**src/rtl/c2c_sup_pkg.sv**
```systemverilog
// Shared state encoding and width helpers for the chip-to-chip link supervisor.
package c2c_sup_pkg;

  typedef enum logic [2:0] {
    ST_HOLD    = 3'd0,
    ST_RELEASE = 3'd1,
    ST_WAIT_UP = 3'd2,
    ST_UP      = 3'd3,
    ST_FAIL    = 3'd4
  } sup_state_e;

  localparam int RETRAIN_CNT_W = 8;

  // Bits needed for a counter that runs 0 .. n-1 (at least one bit).
  function automatic int cnt_width(input int unsigned n);
    return (n <= 2) ? 1 : $clog2(n);
  endfunction

  function automatic int max_int(input int a, input int b);
    return (a > b) ? a : b;
  endfunction

endpackage

```
**src/rtl/c2c_sat_counter.sv**
```systemverilog
// Saturating up-counter with a synchronous clear that wins over increment.
module c2c_sat_counter #(
  parameter int WIDTH = 8
) (
  input  logic             clk,
  input  logic             rst_n,
  input  logic             inc,
  input  logic             clr,
  output logic [WIDTH-1:0] count
);

  logic [WIDTH-1:0] count_q;
  logic [WIDTH-1:0] count_d;

  always_comb begin
    count_d = count_q;
    if (clr) begin
      count_d = '0;
    end else if (inc && (count_q != '1)) begin
      count_d = count_q + 1'b1;
    end
  end

  always_ff @(posedge clk or negedge rst_n) begin
    if (!rst_n) begin
      count_q <= '0;
    end else begin
      count_q <= count_d;
    end
  end

  assign count = count_q;

endmodule

```
**src/rtl/c2c_link_supervisor.sv**
```systemverilog
// Aurora C2C link supervisor: reset sequencing, channel-up wait with bounded
// retries, glitch-filtered loss detection, error counters and status LEDs.
module c2c_link_supervisor
  import c2c_sup_pkg::*;
#(
  parameter int NUM_LANES     = 2,
  parameter int NUM_LEDS      = 4,
  parameter int HOLD_CYCLES   = 128,
  parameter int UP_TIMEOUT    = 1000000,
  parameter int LOSS_FILTER   = 4,
  parameter int MAX_RETRIES   = 0,
  parameter int HEARTBEAT_DIV = 25000000,
  parameter int ERR_CNT_W     = 16
) (
  input  logic                     aclk,
  input  logic                     aresetn,
  input  logic [NUM_LANES-1:0]     lane_up,
  input  logic                     channel_up,
  input  logic                     soft_err,
  input  logic                     hard_err,
  input  logic                     sw_retrain,
  input  logic                     clr_cnt,
  output logic                     pma_init,
  output logic                     reset_pb,
  output logic                     link_ok,
  output logic [2:0]               state,
  output logic [RETRAIN_CNT_W-1:0] retrain_cnt,
  output logic [ERR_CNT_W-1:0]     soft_err_cnt,
  output logic [ERR_CNT_W-1:0]     hard_err_cnt,
  output logic [NUM_LEDS-1:0]      led_out
);

  localparam int TIMER_W = max_int(cnt_width(HOLD_CYCLES), cnt_width(UP_TIMEOUT));
  localparam int HB_W    = cnt_width(HEARTBEAT_DIV);
  localparam int LOSS_W  = cnt_width(LOSS_FILTER);
  localparam int RETRY_W = cnt_width(MAX_RETRIES + 1);

  localparam logic [TIMER_W-1:0] HOLD_LAST    = TIMER_W'(HOLD_CYCLES - 1);
  localparam logic [TIMER_W-1:0] TIMEOUT_LAST = TIMER_W'(UP_TIMEOUT - 1);
  localparam logic [HB_W-1:0]    HB_LAST      = HB_W'(HEARTBEAT_DIV - 1);
  localparam logic [LOSS_W-1:0]  LOSS_LAST    = LOSS_W'(LOSS_FILTER - 1);
  localparam logic [RETRY_W-1:0] RETRY_MAX    = RETRY_W'(MAX_RETRIES);

  sup_state_e          state_q, state_d;
  logic [TIMER_W-1:0]  timer_q, timer_d;
  logic [LOSS_W-1:0]   loss_q, loss_d;
  logic [RETRY_W-1:0]  retry_q, retry_d;
  logic [RETRY_W-1:0]  retry_inc;
  logic [HB_W-1:0]     hb_cnt_q, hb_cnt_d;
  logic                hb_q, hb_d;
  logic                pma_init_q, pma_init_d;
  logic                reset_pb_q, reset_pb_d;
  logic                link_ok_q, link_ok_d;
  logic                sticky_q, sticky_d;
  logic [NUM_LEDS-1:0] led_q, led_d;

  logic all_up;
  logic enter_hold;
  logic err_window;

  assign all_up     = channel_up & (&lane_up);
  assign err_window = (state_q == ST_WAIT_UP) || (state_q == ST_UP);

  always_comb begin
    state_d   = state_q;
    timer_d   = timer_q + 1'b1;
    loss_d    = '0;
    retry_d   = retry_q;
    retry_inc = (&retry_q) ? retry_q : retry_q + 1'b1;

    unique case (state_q)
      ST_HOLD: begin
        if (timer_q == HOLD_LAST) state_d = ST_RELEASE;
      end
      ST_RELEASE: begin
        if (timer_q == HOLD_LAST) state_d = ST_WAIT_UP;
      end
      ST_WAIT_UP: begin
        if (all_up) begin
          state_d = ST_UP;
          retry_d = '0;
        end else if (timer_q == TIMEOUT_LAST) begin
          retry_d = retry_inc;
          state_d = ((MAX_RETRIES != 0) && (retry_inc == RETRY_MAX)) ? ST_FAIL : ST_HOLD;
        end
      end
      ST_UP: begin
        timer_d = '0;
        // hard_err bypasses the filter; both firing together is one HOLD entry.
        if (hard_err) begin
          state_d = ST_HOLD;
        end else if (!all_up) begin
          if (loss_q == LOSS_LAST) state_d = ST_HOLD;
          else                     loss_d  = loss_q + 1'b1;
        end
      end
      ST_FAIL: begin
        timer_d = '0;
      end
      default: begin
        state_d = ST_HOLD;
      end
    endcase

    if (sw_retrain) begin
      state_d = ST_HOLD;
      retry_d = '0;
      timer_d = '0;
    end

    if (state_d != state_q) timer_d = '0;
  end

  assign enter_hold = (state_d == ST_HOLD) && (state_q != ST_HOLD);

  always_comb begin
    hb_cnt_d   = (hb_cnt_q == HB_LAST) ? '0 : hb_cnt_q + 1'b1;
    hb_d       = hb_q ^ (hb_cnt_q == HB_LAST);
    pma_init_d = (state_d == ST_HOLD) || (state_d == ST_FAIL);
    reset_pb_d = (state_d != ST_WAIT_UP) && (state_d != ST_UP);
    link_ok_d  = (state_d == ST_UP);
    sticky_d   = clr_cnt ? 1'b0 : (sticky_q | hard_err);

    led_d    = '0;
    led_d[0] = hb_d;
    led_d[1] = link_ok_d;
    led_d[2] = (state_d == ST_UP) ? 1'b0 : ((state_d == ST_FAIL) ? 1'b1 : hb_d);
    led_d[3] = sticky_d;
    // The modulo keeps the lane index in range even for unused LED slots.
    for (int i = 4; i < NUM_LEDS; i++) begin
      led_d[i] = ((i - 4) < NUM_LANES) ? lane_up[(i - 4) % NUM_LANES] : 1'b0;
    end
  end

  always_ff @(posedge aclk or negedge aresetn) begin
    if (!aresetn) begin
      state_q    <= ST_HOLD;
      timer_q    <= '0;
      loss_q     <= '0;
      retry_q    <= '0;
      hb_cnt_q   <= '0;
      hb_q       <= 1'b0;
      pma_init_q <= 1'b1;
      reset_pb_q <= 1'b1;
      link_ok_q  <= 1'b0;
      sticky_q   <= 1'b0;
      led_q      <= '0;
    end else begin
      state_q    <= state_d;
      timer_q    <= timer_d;
      loss_q     <= loss_d;
      retry_q    <= retry_d;
      hb_cnt_q   <= hb_cnt_d;
      hb_q       <= hb_d;
      pma_init_q <= pma_init_d;
      reset_pb_q <= reset_pb_d;
      link_ok_q  <= link_ok_d;
      sticky_q   <= sticky_d;
      led_q      <= led_d;
    end
  end

  c2c_sat_counter #(.WIDTH(ERR_CNT_W)) u_soft_cnt (
    .clk   (aclk),
    .rst_n (aresetn),
    .inc   (soft_err & err_window),
    .clr   (clr_cnt),
    .count (soft_err_cnt)
  );

  c2c_sat_counter #(.WIDTH(ERR_CNT_W)) u_hard_cnt (
    .clk   (aclk),
    .rst_n (aresetn),
    .inc   (hard_err & err_window),
    .clr   (clr_cnt),
    .count (hard_err_cnt)
  );

  c2c_sat_counter #(.WIDTH(RETRAIN_CNT_W)) u_retrain_cnt (
    .clk   (aclk),
    .rst_n (aresetn),
    .inc   (enter_hold),
    .clr   (1'b0),
    .count (retrain_cnt)
  );

  assign state    = state_q;
  assign pma_init = pma_init_q;
  assign reset_pb = reset_pb_q;
  assign link_ok  = link_ok_q;
  assign led_out  = led_q;

endmodule
```
**config.mk**
```make
export PLATFORM = sky130hd
export DESIGN_NAME = c2c_link_supervisor
export DESIGN_NICKNAME = d
export VERILOG_FILES = /design/src/rtl/c2c_sup_pkg.sv /design/src/rtl/c2c_sat_counter.sv /design/src/rtl/c2c_link_supervisor.sv
export SDC_FILE = /design/constraint.sdc
export NUM_CORES = 1
export LEC_CHECK = 0
export ABC_AREA = 1
export ABC_CLOCK_PERIOD_IN_PS = 1550
export CAP_MARGIN = 5
export CORE_MARGIN = 8
export CORE_UTILIZATION = 52
export CTS_CLUSTER_DIAMETER = 200
export DETAILED_ROUTE_END_ITERATION = 8
export MAX_ROUTING_LAYER = met4
export PLACE_DENSITY = 0.89
export SETUP_SLACK_MARGIN = 0.05
export SLEW_MARGIN = 10
export SYNTH_ARGS = -nofsm -noshare
export SYNTH_HDL_FRONTEND = slang
export SYNTH_SLANG_ARGS = --single-unit
export TNS_END_PERCENT = 1
```
**constraint.sdc**
```tcl
create_clock -name aclk -period 1.55 [get_ports aclk]
set_input_delay 0.31 -clock aclk [delete_from_list [all_inputs] [get_ports aclk]]
set_output_delay 0.31 -clock aclk [all_outputs]
set_load 0.05 [all_outputs]
```
==> out/results.ini <==
[route]
drtPass1Iterations=6
drtAntennaViolNets=0
vias=6749
drt-total-wl_um=24910
drc=0
wire_per_inst_um=23.83
avgViaCountPerCell=6.458
first_iter_violations=1444

[sta]
max_freq_mhz=447.7
relSlewSlack_pct=72.77
setup_tns_ns=-26.94
report.final.hold_viol_count=0
fin_crit_sh_pct=144.1
tightest_slew_ns=0.4047
worst_slack_ns=-0.6839
min_period_ns=2.234
rsz0062_at_grt=yes
skew_ns=0.01964
setup_viol=82
finalMaxSlewViolations=0

[synthesis]
synth_warnings=0
synth_top_area_share_pct=42.09
seq_area_frac_synth_pct=43.03
synth_edf_count=0
yosysUniqueCellTypes=42
synth_async_sr_flop_share_pct=100.0
synth_top_area_cell=dfrtp_1
synthTopCellsByCount=131 x nand2_1, 104 x inv_1, 94 x dfrtp_1
syn_area_mm2=0.005589
ys_ff_latch=96
synthFlopType=dfrtp_1
synthesis.nets=718
syn_inst=703
yosysMostFrequentCell=nand2_1
ys_top_cells_by_area=dfrtp_1 42%, nand2_1 8.8%, inv_1 7.0%, nor2_1 5.8%, nor2_4 5.2%
syn_avg_cell_area_um2=7.950

[outcome]
violations=negative setup slack
status=finished, violations left

[cts]
cts.clk_slew.worst_paths_ns=0.10
cts_tree=built
cts-root-buf=clkbuf_8
htree_num_levels=3
clkLatencyLatePin_ns=0.41
cts_inserted_buffers=9
clock-sinks=96
clk_path_buf_depth=2

[layout]
multi_input_area_mm2=0.003114
finalInstanceArea_mm2=0.008568
area_delta_synth_final_pct=53.30
drive_gt1_share_pct=41.99
fin_nets=915
post-route-util_pct=80.45
ff_latch_area_mm2=0.002444
antenna_cells=0
fillers=501

[setup_path]
crit_start=hard_err
rr_startpoint=state[2]$_DFF_PN0_
end_kind=flip-flop
crit_path_start_kind=input pin
crit_fanout=5
worstPathArrival_ns=2.57
crit_type=input pin to flip-flop
critPathRequiredTime_ns=1.89

[grt]
first_global_vias=6655
grt_antenna_before_repair=0
grt_max_degree=47
grt_pass1_wl_um=34870
grt-ovfl-total=0
grtUsageTotal_pct=31.58

[power]
irDropWorstVdd_v=0.0007955
power.density_mw_per_mm2=584.7
total_power_mw=5.010
p_leak_nw=4.033

[floorplan]
rows=38
coreArea_mm2=0.01065
die_w_um=119.7
initial_utilization_pct=52.48
die-area_mm2=0.01432
chipHeight_um=119.7
pin_count=59

[hold_path]
holdCritPathClass=input pin to asynchronous set/reset pin

[placement]
hpwl_um=12910
place_area_mm2=0.007802
gp_congestion=0.9713
io_buffers=58
pre_cts_slack_ns=-0.4774

[job]
max_cap_violations=0

## per-stage QoR
stage	cells	hold WS (ns)
after global placement	1015	0.2228
final	1045	0.3502
after global routing	1045	0.3792
after CTS	1042	0.3454
after floorplan	703	0.01441
after detailed placement	1015	0.2259
## worst max-delay path, stage by stage
cell and delay, ns:
clkdlybuf4s50_1 0.49, inv_1 0.20, o21bai_4 0.31, nor2_4 0.11, nor2_4 0.22, nand3_2 0.16
nand2_4 0.11, nand2_2 0.06, nand2_2 0.08, nand3_4 0.12, buf_6 0.15, buf_16 0.14
nor2_4 0.10
## cells in the final DEF, fill, tap and decap left out, types with 6 or more instances in the layout
master and instances:
nor2_2 26, inv_1 99, nand3_1 35, clkdlybuf4s50_1 7, nor3_4 7, buf_12 53, clkbuf_8 10, buf_4 132
xor2_1 18, nand4_1 21, dfrtp_2 31, o21ai_1 13, buf_6 6, nand3_2 10, nor2_4 35, dfrtp_1 63
a21oi_1 23, nand2_1 118, nor2_1 61, nor3_1 24, nand2_2 18, o21ai_0 14
## sequential cells by signal (all words and copies together) (netlist names)
name                 cells
u_soft_cnt.count        16
state                    3
loss_q                   2
reset_pb                 1
led_out                  4
pma_init                 1
timer_q                 20
hb_cnt_q                25
u_retrain_cnt.count      8
u_hard_cnt.count        16
## cell type report
class	instances	area share [%]
flip-flops and latches	96	28.52
repair buffers	201	26.37
multi-input cells	486	36.35
clock inverters	5	0.3651
clock buffers	11	1.650
well taps	140	2.044
inverters	106	4.702
## path summary, 6_finish.rpt
path / endpoint / slack, ns / cells after the start
min in group aclk: loss_q[0]$_DFF_PN0_ / 0.48 / 1
setup reg to reg: timer_q[19]$_DFF_PN0_ / -0.66 / 13
max in group asynchronous: u_soft_cnt.count[3]$_DFFE_PN0P_ / 0.62 / 3
hold reg to reg: loss_q[0]$_DFF_PN0_ / 0.48 / 1
setup / recovery: timer_q[19]$_DFF_PN0_ / -0.68 / 13
hold / removal: hb_cnt_q[2]$_DFF_PN0_ / 0.35 / 2
## cells by family (layout without fill, tap and decap cells)
family	Yosys count	in the layout	synth area share, %
and+or+nand+nor	388	388	35.73
buffers and inverters	121	323	9.313
DFF	96	96	43.03
AOI/OAI and AO/OA	69	69	6.985
xor gates and xnor gates	23	23	3.604
adders and majority gates	6	6	1.343
## what timing repair did
action / CTS / global route
cloned: 2 / 0
pin swaps: 16 / 11
gates resized for setup: 62 / 57
endpoints found under the hold margin: 20 / 0
endpoints found under the setup margin: 83 / 89
hold buffers: 1 / 0
setup buffers: 8 / 3
## report_power, final
part / internal, mW / switching (mW)
sequential: 2.56 / 0.0665
clock: 0.627 / 0.980
combinational: 0.332 / 0.444
## routing by layer
layer  part of all wire (%)  GRT usage [%]  vias to the layer above
li1                       -              -                     2654
met1                     33          34.04                     3137
met2                     46          50.89                      669
met5                      0              -                        -
met3                     11          6.341                      289
met4                    9.6          23.81                        0
No activity file was read; power rests on OpenSTA's default activity.
